[src/rtl/o_buf_ctrl_pkg.sv]
// o_buf_ctrl_pkg: state encoding and mode constants shared by the output-buffer sequencer.
// Revision 1.0
`default_nettype none

package o_buf_ctrl_pkg;

  typedef enum logic [2:0] {
    ST_IDLE    = 3'd0,
    ST_COLLECT = 3'd1,
    ST_DRAIN   = 3'd2,
    ST_WRITE   = 3'd3,
    ST_DONE    = 3'd4
  } state_t;

  localparam logic MODE_OS = 1'b1;
  localparam logic MODE_WS = 1'b0;

  // Counter must hold the longest phase length minus one (MAX_DEPTH+ARRAY_M-2).
  function automatic int phase_cnt_width(input int max_depth, input int array_m);
    return $clog2(max_depth + array_m);
  endfunction

endpackage

`default_nettype wire

[src/rtl/o_buf_phase_cnt.sv]
// o_buf_phase_cnt: loadable down-counter with hold input and zero flag.
// Revision 1.0
`default_nettype none

module o_buf_phase_cnt #(
  parameter int WIDTH = 4
) (
  input  logic             clk,
  input  logic             reset,
  input  logic             load,
  input  logic [WIDTH-1:0] load_val,
  input  logic             hold,
  output logic [WIDTH-1:0] count,
  output logic             zero
);

  always_ff @(posedge clk or negedge reset) begin
    if (!reset) begin
      count <= '0;
    end else if (load) begin
      count <= load_val;
    end else if (!hold && (count != '0)) begin
      count <= count - 1'b1;
    end
  end

  assign zero = (count == '0);

endmodule

`default_nettype wire

[src/rtl/o_buffer_ctrl.sv]
// o_buffer_ctrl: job sequencer driving idx_gen_on / ag_o_on / drain for WS and OS jobs.
// Optional cycle counter enabled by O_BUF_CTRL_PERF_EN. Revision 1.0
`default_nettype none

module o_buffer_ctrl
  import o_buf_ctrl_pkg::*;
#(
  parameter int ARRAY_M   = 8,
  parameter int MAX_DEPTH = 8,
  parameter int RAM_SIZE  = 256,
  localparam int ADDR_WIDTH = $clog2(RAM_SIZE),
  localparam int DW         = $clog2(MAX_DEPTH) + 1,
  localparam int CW         = $clog2(ARRAY_M) + 1
) (
  input  logic                  clk,
  input  logic                  reset,
  input  logic                  start,
  input  logic                  cfg_mode,
  input  logic [DW-1:0]         cfg_depth,
  input  logic [CW-1:0]         cfg_num_cols,
  input  logic [ADDR_WIDTH-1:0] cfg_base,
  input  logic                  stall,
  output logic                  idx_gen_on,
  output logic                  ag_o_on,
  output logic                  drain,
  output logic                  mode,
  output logic [CW-1:0]         num_cols,
  output logic [ADDR_WIDTH-1:0] base_addr,
  output logic                  busy,
  output logic                  done,
  output logic                  cfg_err,
  output logic [31:0]           perf_cycles
);

  localparam int CNT_W = phase_cnt_width(MAX_DEPTH, ARRAY_M);

  state_t          state;
  logic [DW-1:0]   depth_q;
  logic [DW-1:0]   depth_clamp;
  logic [CW-1:0]   cols_clamp;
  logic            reject;
  logic            accept;
  logic            phase_end;
  logic            cnt_load;
  logic [CNT_W-1:0] cnt_load_val;
  logic [CNT_W-1:0] cnt_value;
  logic            cnt_zero;

  assign depth_clamp = (cfg_depth > DW'(MAX_DEPTH))  ? DW'(MAX_DEPTH) : cfg_depth;
  assign cols_clamp  = (cfg_num_cols > CW'(ARRAY_M)) ? CW'(ARRAY_M)   : cfg_num_cols;
  assign reject      = (depth_clamp == '0) || (cols_clamp == '0);
  assign accept      = (state == ST_IDLE) && start;
  assign phase_end   = !stall && cnt_zero;

  // Counter is loaded with phase length minus one; the final cycle is the one where it reads zero.
  always_comb begin
    cnt_load     = 1'b0;
    cnt_load_val = '0;
    if (accept && !reject) begin
      cnt_load = 1'b1;
      if (cfg_mode == MODE_OS) begin
        cnt_load_val = CNT_W'(depth_clamp) - 1'b1;
      end else begin
        cnt_load_val = CNT_W'(depth_clamp) + CNT_W'(ARRAY_M - 2);
      end
    end else if ((state == ST_COLLECT) && phase_end) begin
      cnt_load     = 1'b1;
      cnt_load_val = CNT_W'(depth_q);
    end
  end

  o_buf_phase_cnt #(
    .WIDTH (CNT_W)
  ) u_phase_cnt (
    .clk      (clk),
    .reset    (reset),
    .load     (cnt_load),
    .load_val (cnt_load_val),
    .hold     (stall),
    .count    (cnt_value),
    .zero     (cnt_zero)
  );

  always_ff @(posedge clk or negedge reset) begin
    if (!reset) begin
      state     <= ST_IDLE;
      depth_q   <= '0;
      mode      <= 1'b0;
      num_cols  <= '0;
      base_addr <= '0;
      busy      <= 1'b0;
      done      <= 1'b0;
      cfg_err   <= 1'b0;
    end else begin
      case (state)
        ST_IDLE: begin
          if (start) begin
            depth_q   <= depth_clamp;
            mode      <= cfg_mode;
            num_cols  <= cols_clamp;
            base_addr <= cfg_base;
            busy      <= 1'b1;
            if (reject) begin
              state   <= ST_DONE;
              done    <= 1'b1;
              cfg_err <= 1'b1;
            end else if (cfg_mode == MODE_OS) begin
              state <= ST_WRITE;
            end else begin
              state <= ST_COLLECT;
            end
          end
        end
        ST_COLLECT: begin
          if (phase_end) state <= ST_DRAIN;
        end
        ST_DRAIN, ST_WRITE: begin
          if (phase_end) begin
            state <= ST_DONE;
            done  <= 1'b1;
          end
        end
        ST_DONE: begin
          state   <= ST_IDLE;
          busy    <= 1'b0;
          done    <= 1'b0;
          cfg_err <= 1'b0;
        end
        default: begin
          state   <= ST_IDLE;
          busy    <= 1'b0;
          done    <= 1'b0;
          cfg_err <= 1'b0;
        end
      endcase
    end
  end

  assign idx_gen_on = (state == ST_COLLECT) && !stall;
  assign ag_o_on    = ((state == ST_DRAIN) || (state == ST_WRITE)) && !stall;
  assign drain      = (state == ST_DRAIN) && !stall;

`ifdef O_BUF_CTRL_PERF_EN
  logic [31:0] perf_q;

  always_ff @(posedge clk or negedge reset) begin
    if (!reset) begin
      perf_q <= '0;
    end else if (accept) begin
      perf_q <= '0;
    end else if (state != ST_IDLE) begin
      perf_q <= perf_q + 32'd1;
    end
  end

  assign perf_cycles = perf_q;
`else
  assign perf_cycles = '0;
`endif

endmodule

`default_nettype wire

[config.mk]
export PLATFORM = sky130hd
export DESIGN_NAME = o_buffer_ctrl
export DESIGN_NICKNAME = d
export VERILOG_FILES = /design/src/rtl/o_buf_ctrl_pkg.sv /design/src/rtl/o_buf_phase_cnt.sv /design/src/rtl/o_buffer_ctrl.sv
export SDC_FILE = /design/constraint.sdc
export NUM_CORES = 1
export LEC_CHECK = 0
export BUFFER_PORTS_ARGS = -buffer_cell sky130_fd_sc_hd__buf_2
export CORE_MARGIN = 2
export CORE_UTILIZATION = 48
export DETAILED_ROUTE_END_ITERATION = 8
export PLACE_DENSITY = 0.8
export SYNTH_ARGS = -nofsm -noshare
export SYNTH_HDL_FRONTEND = slang
export SYNTH_HIERARCHICAL = 1
export SYNTH_SLANG_ARGS = --single-unit
[constraint.sdc]
create_clock -name clk -period 2.9 [get_ports clk]
set_clock_uncertainty 0.05 [all_clocks]
set_input_delay 0.145 -clock clk [delete_from_list [all_inputs] [get_ports clk]]
set_output_delay 0.145 -clock clk [all_outputs]
set_load 0.05 [all_outputs]
==> results.md, run 1 <==
- Final setup violation count: 0
- IR drop worst, VDD: 646 uV
- Clock transition at the registers of the reported paths: 0.14 ns
- Unrepaired setup endpoints after global routing: no
- Clock Path Buffers: 2
- Slew @ Worst Pin: 0.613 ns
- Fmax: 423 MHz
- CTS buffer count: 3
- WL per Instance: 11.8 um
- Synth Area in Simple Gates: 25.8%
- CTS Sinks: 27
- Syn_area_per_cell: roughly 9 um2
- First-pass GRT wire length: 5750 um
- Num rows: 21
- # IOs: roughly 70
- GRT Overall Usage: 17.6%
- Min Tclk post-route: around 2.4 ns
- Initial Util: 50.3%
- Total Power: 2.00 mW
- Antenna Nets Post-Route: 0
- Status: completed
- TNS Setup: 0 ns
- Post-CTS Hold Buffers: 9
- Rel. slew slack: 58.8%
- Adder-cell area share of the yosys netlist: 2.96%
- Port Buffer Count: 39
- Hold Vio Cnt, Final: 0
- HP Class: in2reg
- Worst Path Max Fanout: 25
- Pwr Density: 1040 nW/um2
- Global placer's final weighted congestion: 0.854
- Synth Area in Compound Gates: between 10% and 20%
- Post-CTS Resized: 0
- Post-synth top area share: around two fifths
- Placed cell count: 266
- Max-cap violations: 0
- Fillcell total: 334
- Mux cell area share after synthesis: 0%
- Synth top cells by count: 42 x nand2_1, 32 x buf_4, 27 x dfrtp_1
- Fin area: 1920 um2
- Crit. End Element: flip-flop
- Critical path required time: 3.07 ns
- Post-Synth XOR/XNOR Area: 0.518%
- Gate count of the mapped netlist: roughly 190
- Setup Buffers After CTS: 0
- Post-layout nets: approximately 260
- EDFF count, synth: 0
- Layout cells sized above 1: ~22%
- Final Max Tran Viols: 0
- Biggest area consumer among synthesized cells: dfrtp_1
- Synth Warn #: 6
- Netlist cell types: 47
- Antenna violations before repair: 0
- Die height: 63.3 um
- Vias/cell: between 4 and 5
- H-Tree Depth: 1
- Crit start category: flip-flop
- Share of the yosys chip area belonging to registers: 40.0%
- Layout area overhead: 13.8%
- Core area: 3360 um2
- P_leak: 0.990 nW
- Die Span X: 63.3 um
- Arr. time, crit path: 2.53 ns
- Vias post-DR: 1324
- Clock Latency Late Sink: 0.31 ns
- Root Buffer: clkbuf_4
- Remaining DRCs: 0
- Largest family of logic cells by synthesized area: simple AND/OR/NAND/NOR gates
- Final cell count without fillers: between 200 and 300
- Antenna Cells: 0
- Ys async rst share: 100%
- Die area: 4010 um2
- Synth area leaders: dfrtp_1 40%, buf_4 14%, nand2_1 9.3%
- Seq cells post-synth: 27
- CTS tree: built
- Synthesized cell area: roughly 1700 um2
- Grt ovf: 0
- DRT Pass-1 Iters: 4
- Count leader, synth: nand2_1
- Fin crit share: 81.6%
- Initial DRC Count: 32
- Vias in the first global route: approximately 1300
- Largest net degree at the start of global routing: 28
- Critical setup path kind: reg2reg
- Synth Flop Type: dfrtp_1
- DP Wirelength: 2390 um
- Area after DPL: 1810 um2
- Routed wire length: 3280 um
-- cell usage in the layout (no fill, tap or decap), drive strengths merged, types with 3 or more instances in the layout --
| cell type | synthesis | routed |
|---|---|---|
| conb | 1 | 32 |
| nor3b | 4 | 4 |
| inv | 4 | 4 |
| o21ai | 12 | 12 |
| clkbuf | 5 | 4 |
| nand2b | 8 | 8 |
| nor3 | 3 | 3 |
| buf | 35 | 42 |
| ha | 4 | 4 |
| dfrtp | 27 | 27 |
| nor2 | 4 | 4 |
| dlygate4sd3 | 0 | 9 |
| nand2 | 42 | 42 |
-- report_power, final --
part	total, mW	switching [mW]	internal [mW]
registers	0.690	0.140	0.549
logic	1.15	0.817	0.333
clock network	0.159	0.105	0.0537
-- cell type report --
type                       instances  area, um2  share of cell area (%)
timing repair buffer              51        308                    16.0
clock buffer                       4       26.3                    1.37
sequential                        27        676                    35.1
tap                               46       57.6                    2.99
inverter                           4       15.0                   0.780
multi-input combinational        147        842                    43.8
-- metrics by stage --
| step | worst slack (ns) | utilization, % | hold slack (ns) |
|---|---|---|---|
| 4_1_cts | 0.518 | 57.2 | 0.00343 |
| 2_1_floorplan | 0.0377 | - | -0.201 |
| 5_1_grt | 0.427 | 57.2 | 0.0174 |
| 6_report | 0.535 | 57.2 | 0.0240 |
| 3_3_place_gp | 0.604 | 53.8 | 0.136 |
| 3_5_place_dp | 0.541 | 53.8 | 0.143 |
-- cells by family after synthesis --
group / after synthesis
AND/OR/NAND/NOR: 79
buffers and inverters: 44
AO/OA/AOI/OAI: 31
flip-flops: 27
adder cells (fa/ha/maj): 4
XOR/XNOR: 1
other: 1
-- flip-flops by register name (all words and copies together) (netlist names) --
register,cells
mode,1
busy,1
cfg_err,1
base_addr,8
u_phase_cnt/count,4
state,3
done,1
depth_q,4
num_cols,4
-- final timing paths --
kind,depth (start not counted),from,slack [ns],to
max,5,state[1],0.53,u_phase_cnt/count[3]
min,3,cfg_num_cols[2],0.02,num_cols[2]
max reg2reg,5,state[1],0.53,u_phase_cnt/count[3]
min reg2reg,2,num_cols[2],0.45,num_cols[2]
max in group asynchronous,2,reset,2.11,state[2]
min in group asynchronous,2,reset,0.30,num_cols[3]
-- worst max-delay path, cell delays in order (launching register included) --
cell     delay [ns]
dfrtp_1        0.52
or4b_4         0.74
nor3_4         0.32
or2_1          0.24
nor3_1         0.08
a221o_1        0.32
-- routing by layer --
| metal | vias to the layer above | GRT usage [%] | routed length (um) |
|---|---|---|---|
| li1 | 658 | - | - |
| met2 | 42 | 31.4 | 1670 |
| met1 | 622 | 22.1 | 1410 |
| met3 | 2 | 2.86 | 177 |
| met4 | 0 | 4.08 | 21 |
| met5 | - | 0 | 0 |
(Power assumes the default switching activity.)
==> run 2: changes to the inputs <==
==> constraint.sdc (replaced) <==
create_clock -name clk -period 2.5 [get_ports clk]
set_clock_uncertainty 0.05 [all_clocks]
set_input_delay 0.125 -clock clk [delete_from_list [all_inputs] [get_ports clk]]
set_output_delay 0.125 -clock clk [all_outputs]
set_load 0.05 [all_outputs]
==> results.md, run 2 (synthesis gave the netlist of run 1 again) <==
- P_int: 1.11 mW (was 936 uW)
- Critical setup path kind: reg2reg (unchanged)
- Critical path required time: 2.67 ns (was 3.07 ns)
- Rel. slew slack: 58.9% (was 58.8%)
- WL per Instance: 11.8 um (about the same)
- Slew @ Worst Pin: 0.611 ns (was 0.613 ns)
- First-pass GRT wire length: 5550 um (was 5750 um)
- CTS tree: built (unchanged)
- Core area: 3360 um2 (unchanged)
- Critical-path cell list: or4b_4 > nor3_4 > or2_1 > nor3_1 > a221o_1 (unchanged)
- Root Buffer: clkbuf_4 (unchanged)
- Clock Path Buffers: 2 (unchanged)
- Clock Latency Late Sink: 0.31 ns (about the same)
- Global placer's final weighted congestion: 0.833 (was 0.854)
- Post-layout nets: 263 (was 259)
- CTS buffer count: 3 (unchanged)
- Antenna Cells: 0 (unchanged)
- P_leak: 1.01 nW (was 0.990 nW)
- Area after DPL: 1840 um2 (was 1810 um2)
- Register share of total power: 32.8% (was 34.5%)
- Reg2reg setup slack: 0.36 ns (was 0.53 ns)
- Final Max Tran Viols: 0 (unchanged)
- Vias post-DR: 1326 (was 1324)
- Port Buffer Count: 39 (unchanged)
- Largest register FFs: 8 (unchanged)
- Setup Buffers After CTS: 0 (unchanged)
- Most frequent cells in the layout: 42 x nand2_1, 39 x buf_2, 32 x conb_1 (unchanged)
- Clock power share: 7.8% (was 8.0%)
- Antenna violations before repair: 0 (unchanged)
- Num rows: 21 (unchanged)
- Vias/cell: 4.69 (was 4.75)
- Clock transition at the registers of the reported paths: 0.14 ns (about the same)
- Vias in the first global route: 1303 (was 1316)
- Worst Path Max Fanout: 8 (was 25)
- Die Span X: 63.3 um (unchanged)
- Sw power: 1.25 mW (was 1.06 mW)
- Antenna Nets Post-Route: 0 (unchanged)
- Crit. End Element: flip-flop (unchanged)
- TNS Setup: 0 ns (unchanged)
- Most common cell after layout, fill and taps aside: nand2_1 (unchanged)
- Largest reg by FF count: base_addr (unchanged)
- Hold Vio Cnt, Final: 0 (unchanged)
- DP Wirelength: 2450 um (was 2390 um)
- Sw Ratio: 52.9% (was 53.2%)
- HP Class: in2reg (unchanged)
- Die area: 4010 um2 (unchanged)
- Crit path largest cell delay: 0.55 ns (was 0.74 ns)
- Fmax: 468 MHz (was 423 MHz)
- Crit start category: flip-flop (unchanged)
- Routed wire length: 3350 um (was 3280 um)
- Initial DRC Count: 36 (was 32)
- Largest net degree at the start of global routing: 28 (unchanged)
- Layout area overhead: 16.7% (was 13.8%)
- Final setup violation count: 0 (unchanged)
- Max-cap violations: 0 (unchanged)
- Post-CTS Resized: 0 (unchanged)
- IR drop worst, VDD: 1010 uV (was 646 uV)
- Fin area: 1970 um2 (was 1920 um2)
- Unrepaired setup endpoints after global routing: no (unchanged)
- Layout cells sized above 1: 23.2% (was 22.3%)
- Initial Util: 50.3% (unchanged)
- Grt ovf: 0 (unchanged)
- Fin crit share: 85.5% (was 81.6%)
- Remaining DRCs: 0 (unchanged)
- GRT Overall Usage: 17.1% (was 17.6%)
- Arr. time, crit path: 2.30 ns (was 2.53 ns)
- Min Tclk post-route: 2.14 ns (was 2.37 ns)
- Status: completed (unchanged)
- H-Tree Depth: 1 (unchanged)
- Comb power frac: 59.4% (was 57.6%)
- Pwr Density: 1200 nW/um2 (was 1040 nW/um2)
- Slowest CP cell: or4b_4 (unchanged)
- CTS Sinks: 27 (unchanged)
- DRT Pass-1 Iters: 5 (was 4)
- Die height: 63.3 um (unchanged)
- # IOs: 72 (unchanged)
run 2: cell types whose count changed in the layout (fill, tap and decap cells not counted), sizes merged:
cell         change
dlygate4sd3      +2
buf              +2
run 2: worst max-delay path, delay by kind of cell, from the launching register on:
| family | cells | cell delay, ns |
|---|---|---|
| AND/OR/NAND/NOR | 4 | 1.14 |
| flip-flops | 1 | 0.53 |
| AO/OA/AOI/OAI | 1 | 0.31 |
run 2: layer usage:
| layer | up-vias | share of wire, % | track usage (%) | wire length (um) |
|---|---|---|---|---|
| li1 | 667 | - | - | - |
| met1 | 615 | 43 | 21.6 | 1450 |
| met2 | 42 | 50 | 29.9 | 1690 |
| met3 | 2 | 5.8 | 3.04 | 194 |
| met4 | 0 | 0.42 | 5.16 | 14 |
| met5 | - | 0 | 0 | 0 |
run 2: final timing paths:
path                                 start              endpoint  depth (start not counted)
setup / recovery                  state[2]  u_phase_cnt/count[3]                          5
hold / removal             cfg_num_cols[1]           num_cols[1]                          3
setup reg to reg                  state[2]  u_phase_cnt/count[3]                          5
hold reg to reg               base_addr[0]          base_addr[0]                          2
max in group asynchronous            reset  u_phase_cnt/count[2]                          2
min in group asynchronous            reset          base_addr[4]                          2
run 2: repair_timing:
| action | 4_1_cts | 5_1_grt |
|---|---|---|
| endpoints found under the hold margin | 37 | 0 |
| hold buffers | 11 | 0 |
| endpoints found under the setup margin | 0 | 0 |
run 2: layout make-up:
class | instances | area (um2)
repair buffers | 55 | 343
well taps | 46 | 57.6
inverters | 4 | 15.0
flip-flops and latches | 27 | 676
multi-input cells | 147 | 856
clock buffers | 4 | 26.3
fillers | 306 | 1390
run 2: power groups by stage:
| stage | registers, mW | logic, mW | clock network, mW |
|---|---|---|---|
| 2_1_floorplan | 1.17 | 0.740 | 0 |
| 3_3_place_gp | 0.772 | 1.37 | 0 |
| 3_5_place_dp | 0.775 | 1.40 | 0 |
| 4_1_cts | 0.775 | 1.41 | 0.194 |
| 5_1_grt | 0.796 | 1.51 | 0.210 |
| 6_report | 0.776 | 1.40 | 0.184 |
run 2: per-stage QoR:
step / cells / setup slack [ns] / hold slack (ns) / util [%] / power (mW)
detailed placement: 268 / 0.377 / 0.118 / 54.6 / 2.18
finish: 283 / 0.362 / 0.0113 / 58.7 / 2.36
floorplan: 218 / 0.132 / -0.221 / - / 1.91
global route: 283 / 0.275 / 0.00252 / 58.7 / 2.52
CTS: 283 / 0.366 / 0.00549 / 58.7 / 2.38
global placement: 268 / 0.445 / 0.108 / 54.6 / 2.14
==> run 3: changes to the inputs <==
--- a/config.mk
+++ b/config.mk
@@ -10,6 +10,7 @@
 export CORE_UTILIZATION = 48
 export DETAILED_ROUTE_END_ITERATION = 8
 export PLACE_DENSITY = 0.8
+export REMOVE_ABC_BUFFERS = 1
 export SYNTH_ARGS = -nofsm -noshare
 export SYNTH_HDL_FRONTEND = slang
 export SYNTH_HIERARCHICAL = 1
==> constraint.sdc (replaced) <==
create_clock -name clk -period 2.4 [get_ports clk]
set_clock_uncertainty 0.05 [all_clocks]
set_input_delay 0.12 -clock clk [delete_from_list [all_inputs] [get_ports clk]]
set_output_delay 0.12 -clock clk [all_outputs]
set_load 0.05 [all_outputs]
==> results.md, run 3 (synthesis gave the netlist of run 1 again) <==
- Hold Vio Cnt, Final: 0 (unchanged)
- Hold slack: 0.0167 ns (was 0.0113 ns)
- R2r startpoint: state[0] (was state[2])
- Layout area overhead: 17.2% (was 16.7%)
- Pwr Density: 1230 nW/um2 (was 1200 nW/um2)
- Initial Util: 50.3% (unchanged)
- Vias post-DR: 1367 (was 1326)
- Fmax: 472 MHz (was 468 MHz)
- Root Buffer: clkbuf_4 (unchanged)
- Crit. End Element: flip-flop (unchanged)
- Cell family with most CP delay: simple AND/OR/NAND/NOR gates (unchanged)
- Die area: 4010 um2 (unchanged)
- Min-Delay Path Depth: 3 (unchanged)
- Worst Path Max Fanout: 9 (was 8)
- Port Buffer Count: 39 (unchanged)
- Num rows: 21 (unchanged)
- First-pass GRT wire length: 5710 um (was 5550 um)
- WL per Instance: 11.5 um (was 11.8 um)
- Unrepaired setup endpoints after global routing: no (unchanged)
- Fillcell total: 305 (was 306)
- Final Max Tran Viols: 0 (unchanged)
- Vias in the first global route: 1287 (was 1303)
- CTS Sinks: 27 (unchanged)
- Largest reg by FF count: base_addr (unchanged)
- Fin crit share: 88.3% (was 85.5%)
- Min Tclk post-route: 2.12 ns (was 2.14 ns)
- Crit path largest cell delay: 0.57 ns (was 0.55 ns)
- Status: completed (unchanged)
- Clock transition at the registers of the reported paths: 0.14 ns (about the same)
- Max-cap violations: 0 (unchanged)
- Antenna violations before repair: 0 (unchanged)
- Largest register FFs: 8 (unchanged)
- # IOs: 72 (unchanged)
- Remaining DRCs: 0 (unchanged)
- CTS tree: built (unchanged)
- Most common cell after layout, fill and taps aside: nand2_1 (unchanged)
- Routed wire length: 3300 um (was 3350 um)
- Critical-path cell list: or4b_4 > nor3_4 > or2_1 > nor3_1 > a221o_1 (unchanged)
- Post-CTS Resized: 0 (unchanged)
- Slowest CP cell: or4b_4 (unchanged)
- Critical path required time: 2.57 ns (was 2.67 ns)
- GRT Overall Usage: 17.4% (was 17.1%)
- CP Buf/Inv Count: 0 (unchanged)
- P_leak: 1.02 nW (was 1.01 nW)
- Fin area: 1980 um2 (was 1970 um2)
- Reg2reg setup slack: 0.28 ns (was 0.36 ns)
- HP Class: in2reg (unchanged)
- Final setup violation count: 0 (unchanged)
- Rel. slew slack: 59.9% (was 58.9%)
- Vias/cell: 4.78 (was 4.69)
- H-Tree Depth: 1 (unchanged)
- Most frequent cells in the layout: 42 x nand2_1, 39 x buf_2, 32 x conb_1 (unchanged)
- Antenna Nets Post-Route: 0 (unchanged)
- Die height: 63.3 um (unchanged)
- Clock Latency Late Sink: 0.32 ns (was 0.31 ns)
- DRT Pass-1 Iters: 4 (was 5)
- CTS buffer count: 3 (unchanged)
- Critical setup path kind: reg2reg (unchanged)
- Die Span X: 63.3 um (unchanged)
- IR drop worst, VDD: 687 uV (was 1010 uV)
- Initial DRC Count: 32 (was 36)
- Antenna Cells: 0 (unchanged)
- Layout cells sized above 1: 22.9% (was 23.2%)
- RR Endpoint: u_phase_cnt/count[3] (unchanged)
- Reg2Reg Depth: 5 (unchanged)
- Global placer's final weighted congestion: 0.834 (was 0.833)
- Post-layout nets: 266 (was 263)
- Core area: 3360 um2 (unchanged)
- DP Wirelength: 2290 um (was 2450 um)
- Hold_sp: cfg_depth[3] (was cfg_num_cols[1])
- Arr. time, crit path: 2.29 ns (was 2.30 ns)
- Grt ovf: 0 (unchanged)
- Crit start category: flip-flop (unchanged)
- Clock Path Buffers: 2 (unchanged)
- Endpoint, Worst Hold: depth_q[3] (was num_cols[1])
- Slew @ Worst Pin: 0.602 ns (was 0.611 ns)
- TNS Setup: 0 ns (unchanged)
- Area after DPL: 1820 um2 (was 1840 um2)
- Largest net degree at the start of global routing: 28 (unchanged)
-- run 3: changes by cell type in the layout (fill, tap and decap cells not counted), sizes merged --
cell         previous run  this run
clkinv                  0         1
clkbuf                  4         3
buf                    44        45
dlygate4sd3            11        13
-- run 3: per-layer routing --
layer  GRT usage (%)  vias to the layer above  part of all wire (%)
li1                -                      674                     -
met1            21.1                      641                    46
met2            31.7                       48                    48
met3            2.50                        4                   4.8
met4            4.89                        0                   1.1
met5               0                        -                     0
-- run 3: power by group --
part	leakage [nW]	internal, mW	total [mW]	switching [mW]
registers	0.338	0.664	0.813	0.149
clock network	0.0177	0.0623	0.193	0.131
logic	0.666	0.423	1.43	1.01
-- run 3: area by class of cell --
cell class,count,area [um2],area share (%)
repair buffers,58,370,18.7
well taps,46,57.6,2.90
clock inverters,1,5.00,0.253
multi-input cells,147,836,42.2
inverters,4,15.0,0.758
flip-flops and latches,27,676,34.1
clock buffers,3,22.5,1.14
-- run 3: timing repair --
item                                   CTS  global route
endpoints found under the hold margin   39             0
buffers inserted                         0             0
hold buffers                            13             0
-- run 3: tightest hold or removal path: stages --
cell,delay [ns]
buf_2,0.14
nand2_1,0.06
nand2_1,0.04
-- run 3: worst max-delay path by stage --
stage          slack [ns]                    to  cells past startpoint  startpoint
4_1_cts              0.27  u_phase_cnt/count[3]                      5    state[0]
3_3_place_gp         0.33  u_phase_cnt/count[3]                      5    state[0]
6_report             0.28  u_phase_cnt/count[3]                      5    state[0]
2_1_floorplan       -0.92  u_phase_cnt/count[3]                      5    state[1]
3_5_place_dp         0.29  u_phase_cnt/count[3]                      5    state[0]
5_1_grt              0.14  u_phase_cnt/count[3]                      5    state[0]
-- run 3: per-stage QoR --
step / util [%] / total power, mW / std cells / worst slack (ns)
3_5_place_dp: 54.2 / 2.24 / 269 / 0.289
5_1_grt: 58.9 / 2.63 / 286 / 0.140
3_3_place_gp: 54.2 / 2.21 / 269 / 0.334
2_1_floorplan: - / 1.88 / 178 / -0.925
6_report: 58.9 / 2.44 / 286 / 0.280
4_1_cts: 58.9 / 2.45 / 286 / 0.267
